### src/rtl/lsu_pkg.sv
// Shared types and helpers for the byte-serial load/store sequencer.
package lsu_pkg;

    typedef enum logic [1:0] {
        SZ_BYTE = 2'b00,
        SZ_HALF = 2'b01,
        SZ_WORD = 2'b10,
        SZ_ILL  = 2'b11
    } size_e;

    typedef enum logic [2:0] {
        IDLE,
        WR,
        RD,
        RD_LAST,
        RESP
    } state_e;

    function automatic logic [2:0] beat_count(input size_e sz);
        case (sz)
            SZ_BYTE: beat_count = 3'd1;
            SZ_HALF: beat_count = 3'd2;
            default: beat_count = 3'd4;
        endcase
    endfunction

    function automatic logic is_aligned(input size_e sz, input logic [1:0] lsb);
        case (sz)
            SZ_BYTE: is_aligned = 1'b1;
            SZ_HALF: is_aligned = ~lsb[0];
            SZ_WORD: is_aligned = (lsb == 2'b00);
            default: is_aligned = 1'b0;
        endcase
    endfunction

    // Left-justify store data so the first (most significant) beat sits in [31:24].
    function automatic logic [31:0] justify(input size_e sz, input logic [31:0] d);
        case (sz)
            SZ_BYTE: justify = {d[7:0], 24'h0};
            SZ_HALF: justify = {d[15:0], 16'h0};
            default: justify = d;
        endcase
    endfunction

endpackage

### src/rtl/lsu_rd_assemble.sv
// Load-data assembly: MSB-first byte shift register, extension and the held resp_rdata.
// Sign extension of sub-word loads is compiled in with LSU_SIGN_EXT_EN.
module lsu_rd_assemble
    import lsu_pkg::*;
#(
    parameter int DATA_W = 32
) (
    input  logic              clk,
    input  logic              reset,
    input  logic              shift_en,
    input  logic              finish,
    input  size_e             size,
    input  logic              sign,
    input  logic [7:0]        mem_rdata,
    output logic [DATA_W-1:0] resp_rdata
);

    logic [23:0]       sh;
    logic [31:0]       full;
    logic [DATA_W-1:0] ext;

    // The final byte is still on mem_rdata when the result is latched.
    assign full = {sh, mem_rdata};

`ifndef LSU_SIGN_EXT_EN
    logic unused_sign;
    assign unused_sign = sign;
`endif

    always_comb begin
        ext = full;
        case (size)
            SZ_BYTE: begin
                ext = {24'h0, full[7:0]};
`ifdef LSU_SIGN_EXT_EN
                if (sign) ext = {{24{full[7]}}, full[7:0]};
`endif
            end
            SZ_HALF: begin
                ext = {16'h0, full[15:0]};
`ifdef LSU_SIGN_EXT_EN
                if (sign) ext = {{16{full[15]}}, full[15:0]};
`endif
            end
            default: ;
        endcase
    end

    always_ff @(posedge clk or posedge reset) begin
        if (reset) begin
            sh         <= '0;
            resp_rdata <= '0;
        end else begin
            if (shift_en) sh <= {sh[15:0], mem_rdata};
            if (finish) resp_rdata <= ext;
        end
    end

endmodule

### src/rtl/lsu_byte_seq.sv
// Load/store sequencer to an 8-bit synchronous data memory, big-endian byte beats.
// Optional macro LSU_SIGN_EXT_EN enables req_signed sign extension of sub-word loads.
module lsu_byte_seq
    import lsu_pkg::*;
#(
    parameter int ADDR_W = 8,
    parameter int DATA_W = 32
) (
    input  logic              clk,
    input  logic              reset,
    input  logic              req_valid,
    output logic              req_ready,
    input  logic              req_write,
    input  logic [1:0]        req_size,
    input  logic [ADDR_W-1:0] req_addr,
    input  logic [DATA_W-1:0] req_wdata,
    input  logic              req_signed,
    output logic              resp_valid,
    output logic [DATA_W-1:0] resp_rdata,
    output logic              resp_err,
    output logic              mem_we,
    output logic [ADDR_W-1:0] mem_addr,
    output logic [7:0]        mem_wdata,
    input  logic [7:0]        mem_rdata
);

    state_e            state_q, state_d;
    logic [1:0]        cnt_q, cnt_d;
    logic [1:0]        last_q, last_d;
    logic [DATA_W-1:0] wbuf_q, wbuf_d;
    size_e             size_q, size_d;
    logic              sign_q, sign_d;
    logic              ready_d, valid_d, err_d, we_d;
    logic [ADDR_W-1:0] addr_d;
    logic [7:0]        wdata_d;
    size_e             req_sz;
    logic [DATA_W-1:0] just;
    logic              shift_en, finish;

    assign req_sz = size_e'(req_size);
    assign just   = justify(req_sz, req_wdata);

    // The first read cycle carries no data yet; RD_LAST samples the final byte.
    assign shift_en = (state_q == RD) && (cnt_q != 2'd0);
    assign finish   = (state_q == RD_LAST);

    always_comb begin
        state_d = state_q;
        cnt_d   = cnt_q;
        last_d  = last_q;
        wbuf_d  = wbuf_q;
        size_d  = size_q;
        sign_d  = sign_q;
        ready_d = req_ready;
        valid_d = 1'b0;
        err_d   = 1'b0;
        we_d    = 1'b0;
        addr_d  = mem_addr;
        wdata_d = mem_wdata;
        case (state_q)
            IDLE: begin
                if (req_valid && req_ready) begin
                    ready_d = 1'b0;
                    size_d  = req_sz;
                    sign_d  = req_signed;
                    cnt_d   = 2'd0;
                    last_d  = 2'(beat_count(req_sz) - 3'd1);
                    if (!is_aligned(req_sz, req_addr[1:0])) begin
                        state_d = RESP;
                        valid_d = 1'b1;
                        err_d   = 1'b1;
                    end else if (req_write) begin
                        state_d = WR;
                        we_d    = 1'b1;
                        addr_d  = req_addr;
                        wbuf_d  = just;
                        wdata_d = just[31:24];
                    end else begin
                        state_d = RD;
                        addr_d  = req_addr;
                    end
                end
            end
            WR: begin
                if (cnt_q == last_q) begin
                    state_d = RESP;
                    valid_d = 1'b1;
                end else begin
                    cnt_d   = cnt_q + 2'd1;
                    we_d    = 1'b1;
                    addr_d  = mem_addr + ADDR_W'(1);
                    wdata_d = wbuf_q[23:16];
                    wbuf_d  = wbuf_q << 8;
                end
            end
            RD: begin
                if (cnt_q == last_q) begin
                    state_d = RD_LAST;
                end else begin
                    cnt_d  = cnt_q + 2'd1;
                    addr_d = mem_addr + ADDR_W'(1);
                end
            end
            RD_LAST: begin
                state_d = RESP;
                valid_d = 1'b1;
            end
            RESP: begin
                state_d = IDLE;
                ready_d = 1'b1;
            end
            default: begin
                state_d = IDLE;
                ready_d = 1'b1;
            end
        endcase
    end

    always_ff @(posedge clk or posedge reset) begin
        if (reset) begin
            state_q    <= IDLE;
            cnt_q      <= '0;
            last_q     <= '0;
            wbuf_q     <= '0;
            size_q     <= SZ_BYTE;
            sign_q     <= 1'b0;
            req_ready  <= 1'b1;
            resp_valid <= 1'b0;
            resp_err   <= 1'b0;
            mem_we     <= 1'b0;
            mem_addr   <= '0;
            mem_wdata  <= '0;
        end else begin
            state_q    <= state_d;
            cnt_q      <= cnt_d;
            last_q     <= last_d;
            wbuf_q     <= wbuf_d;
            size_q     <= size_d;
            sign_q     <= sign_d;
            req_ready  <= ready_d;
            resp_valid <= valid_d;
            resp_err   <= err_d;
            mem_we     <= we_d;
            mem_addr   <= addr_d;
            mem_wdata  <= wdata_d;
        end
    end

    lsu_rd_assemble #(
        .DATA_W(DATA_W)
    ) u_asm (
        .clk       (clk),
        .reset     (reset),
        .shift_en  (shift_en),
        .finish    (finish),
        .size      (size_q),
        .sign      (sign_q),
        .mem_rdata (mem_rdata),
        .resp_rdata(resp_rdata)
    );

endmodule

### config.mk
export PLATFORM = sky130hd
export DESIGN_NAME = lsu_byte_seq
export DESIGN_NICKNAME = d
export VERILOG_FILES = /design/src/rtl/lsu_pkg.sv /design/src/rtl/lsu_rd_assemble.sv /design/src/rtl/lsu_byte_seq.sv
export SDC_FILE = /design/constraint.sdc
export NUM_CORES = 1
export LEC_CHECK = 0
export BUFFER_PORTS_ARGS = -buffer_cell sky130_fd_sc_hd__buf_2
export CORE_UTILIZATION = 25
export DETAILED_ROUTE_END_ITERATION = 7
export PLACE_DENSITY = 0.5
export SYNTH_ARGS = -nofsm -noshare
export SYNTH_HDL_FRONTEND = slang
export SYNTH_SLANG_ARGS = --single-unit
### constraint.sdc
create_clock -name clk -period 3.2 [get_ports clk]
set_input_delay 0.16 -clock clk [delete_from_list [all_inputs] [get_ports clk]]
set_output_delay 0.16 -clock clk [all_outputs]
set_load 0.01 [all_outputs]
==> impl_metrics.ini <==
[sta]
hold_viol_final = 0
drv_slew = 0
relSlewSlack_pct = 35.3
fin_setup_tns_ns = 0
worst_hold_slack_ns = 0.0459
max_clock_freq_mhz = 432
finalSetupViolations = 0
rsz0062_at_grt = no
clock_skew_ns = 0.0117
fin_crit_ns = 2.32
tightestPinTransition_ns = 0.967
period_share_pct = 72.4

[run]
cap_violations = 0

[yosys]
syn_inst = 466
yosysWarnings = 0
synth_edf_count = 0
synth-seq-cells = 109
ys_seq_area_share_pct = 53.0
synthFlopType = dfrtp_1
async_reset_ff_share_pct = 100
avgSynthCellArea_um2 = 11.0
synth_fp_nets = 524
synth.cell_area_um2 = 5150
ys_types = 48

[global_route]
grt_pass1_wl_um = 21100
grtUsageMet2_pct = 20.8
grt_max_degree = 59
grt_pass1_vias = 3969
overflow = 0
grtUsageTotal_pct = 12.6
grt_busiest_layer = met2
antenna_found_initial = 0
use_met1_pct = 16.1
use_met3_pct = 3.20

[min_path]
min_from = mem_rdata[4]
hold_path_class = input pin to flop

[setup_path]
cp_slowest_cell = dfrtp_1
crit_path_end_kind = flop
worstPathRequired_ns = 3.44
cp.arrival_ns = 2.55
path_buf_inv = 1
r2r-start = state_q[0]$_DFFE_PP0P_
crit_fanout = 33
crit_family = simple AND/OR/NAND/NOR gates
crit_type = flop to flop
start_kind = flop
crit_start = state_q[0]$_DFFE_PP0P_
slowest_delay_ns = 0.59
crit_chain = nor3_2 -> nor3b_4 -> a21oi_4 -> buf_4 -> mux2_1

[floorplan]
die_w_um = 146
rows = 52
core-area_um2 = 20200
start_util_pct = 25.4
die_h_um = 146
die_area_um2 = 21200
ios = 107

[power_and_ir_drop]
leakage_nw = 2.88
ir_drop_uv = 308
p_per_area_nw_per_um2 = 869

[run_status]
status = complete, no violations

[routing]
drt_pass1_iterations = 4
via_per_inst = 4.57
vias = 3827
drt_iter0_drc = 210
wl_um = 12700
ant_nets = 0
wl_per_cell_um = 15.1
drc = 0

[clocking]
cts_buffers = 9
htree_levels = 3
clk_pin_slew_ns = 0.09
cts_buffer_depth = 2
postCtsResizedCells = 0
cts_tree = done
clock_latency_ns = 0.36
ctsRootBufferMaster = clkbuf_16
clock-sinks = 109

[cells_and_area]
syn2layout_area_growth_pct = 21.9
final_core_utilization_pct = 31.0
fin_area_um2 = 6280
nets = 620
instances_no_fill = 837
antennaDiodeCount = 0
drive_above_1_share_pct = 35.3

[place]
place_hpwl_um = 8760
port-buffer-count = 105
dp_cells = 819
routabilityCongestion = 0.823
place_area_um2 = 5950
-- Yosys cell counts, types with 5 or more instances --
library cell | number | area, um2
nor3_1 | 5 | 25.0
nand3_1 | 7 | 35.0
a22oi_1 | 16 | 120
nor2b_1 | 9 | 56.3
mux2_2 | 55 | 619
dfrtp_1 | 108 | 2700
nand2_1 | 86 | 323
inv_1 | 7 | 26.3
a2bb2oi_1 | 5 | 43.8
clkbuf_1 | 14 | 52.6
buf_2 | 8 | 40.0
nor2_1 | 6 | 22.5
a21oi_1 | 5 | 25.0
mux2_1 | 23 | 259
o21ai_0 | 54 | 270
and3_1 | 9 | 56.3
-- metal layers --
metal	vias to the layer above	wire length, um
met5	-	0
li1	1841	-
met1	1894	5940
met4	0	191
met2	78	6080
met3	14	451
-- cells by family after synthesis --
group	synth area share, %
and+or+nand+nor	12.6
DFF	53.0
AOI/OAI and AO/OA	11.8
muxes	17.3
buffers and inverters	3.62
xor gates and xnor gates	0.972
adders and majority gates	0.729
-- layout make-up --
type                            count  area [um2]
Inverter                            7        28.8
Clock inverter                      7        77.6
Timing Repair Buffer              116         626
Multi-Input combinational cell    319        2250
Clock buffer                        9         225
Tap cell                          270         338
Fill cell                        2078       14000
Sequential cell                   109        2730
-- cells in the final DEF, fill, tap and decap left out, types with 6 or more instances in the layout --
cell       instances
mux2_2            55
dfrtp_1          108
mux2_1            23
inv_1              6
nor2_1             6
clkbuf_16          9
o21ai_0           54
nand2_1           86
buf_2            105
buf_4              8
and3_1             9
nand3_1            6
nor2b_1            9
a22oi_1           16
-- registers in the layout, indices dropped and copies added (netlist names) --
register          count
wbuf_q               24
cnt_q                 2
mem_we                1
size_q                2
state_q               3
resp_err              1
req_ready             1
u_asm.resp_rdata     32
u_asm.sh             24
resp_valid            1
last_q                2
mem_addr              8
mem_wdata             8
-- path summary, 6_finish.rpt --
check | to | slack [ns] | cells past startpoint
worst min register to register | u_asm.resp_rdata[16]$_DFFE_PP0P_ | 0.48 | 2
worst min-delay path | u_asm.sh[4]$_DFFE_PP0P_ | 0.05 | 2
worst max register to register | mem_wdata[5]$_DFFE_PP0P_ | 0.88 | 5
min in group asynchronous | mem_addr[0]$_DFFE_PP0P_ | 0.50 | 3
worst max-delay path | mem_wdata[5]$_DFFE_PP0P_ | 0.88 | 5
max in group asynchronous | u_asm.sh[20]$_DFFE_PP0P_ | 1.94 | 4
-- stage by stage --
step,setup slack [ns],power (mW)
after CTS,0.876,5.54
after floorplan,0.168,3.72
after global routing,0.699,5.88
final,0.884,5.46
after detailed placement,0.925,4.36
after global placement,0.953,4.28
-- power by group --
part	internal (mW)	switching (mW)
clock network	0.557	0.583
registers	1.91	0.420
logic	0.956	1.03
-- what timing repair did --
item	CTS	global route
hold buffers	2	0
buffers inserted	0	0
hold endpoints to repair	51	0
Power figures use the tool's default switching activity.
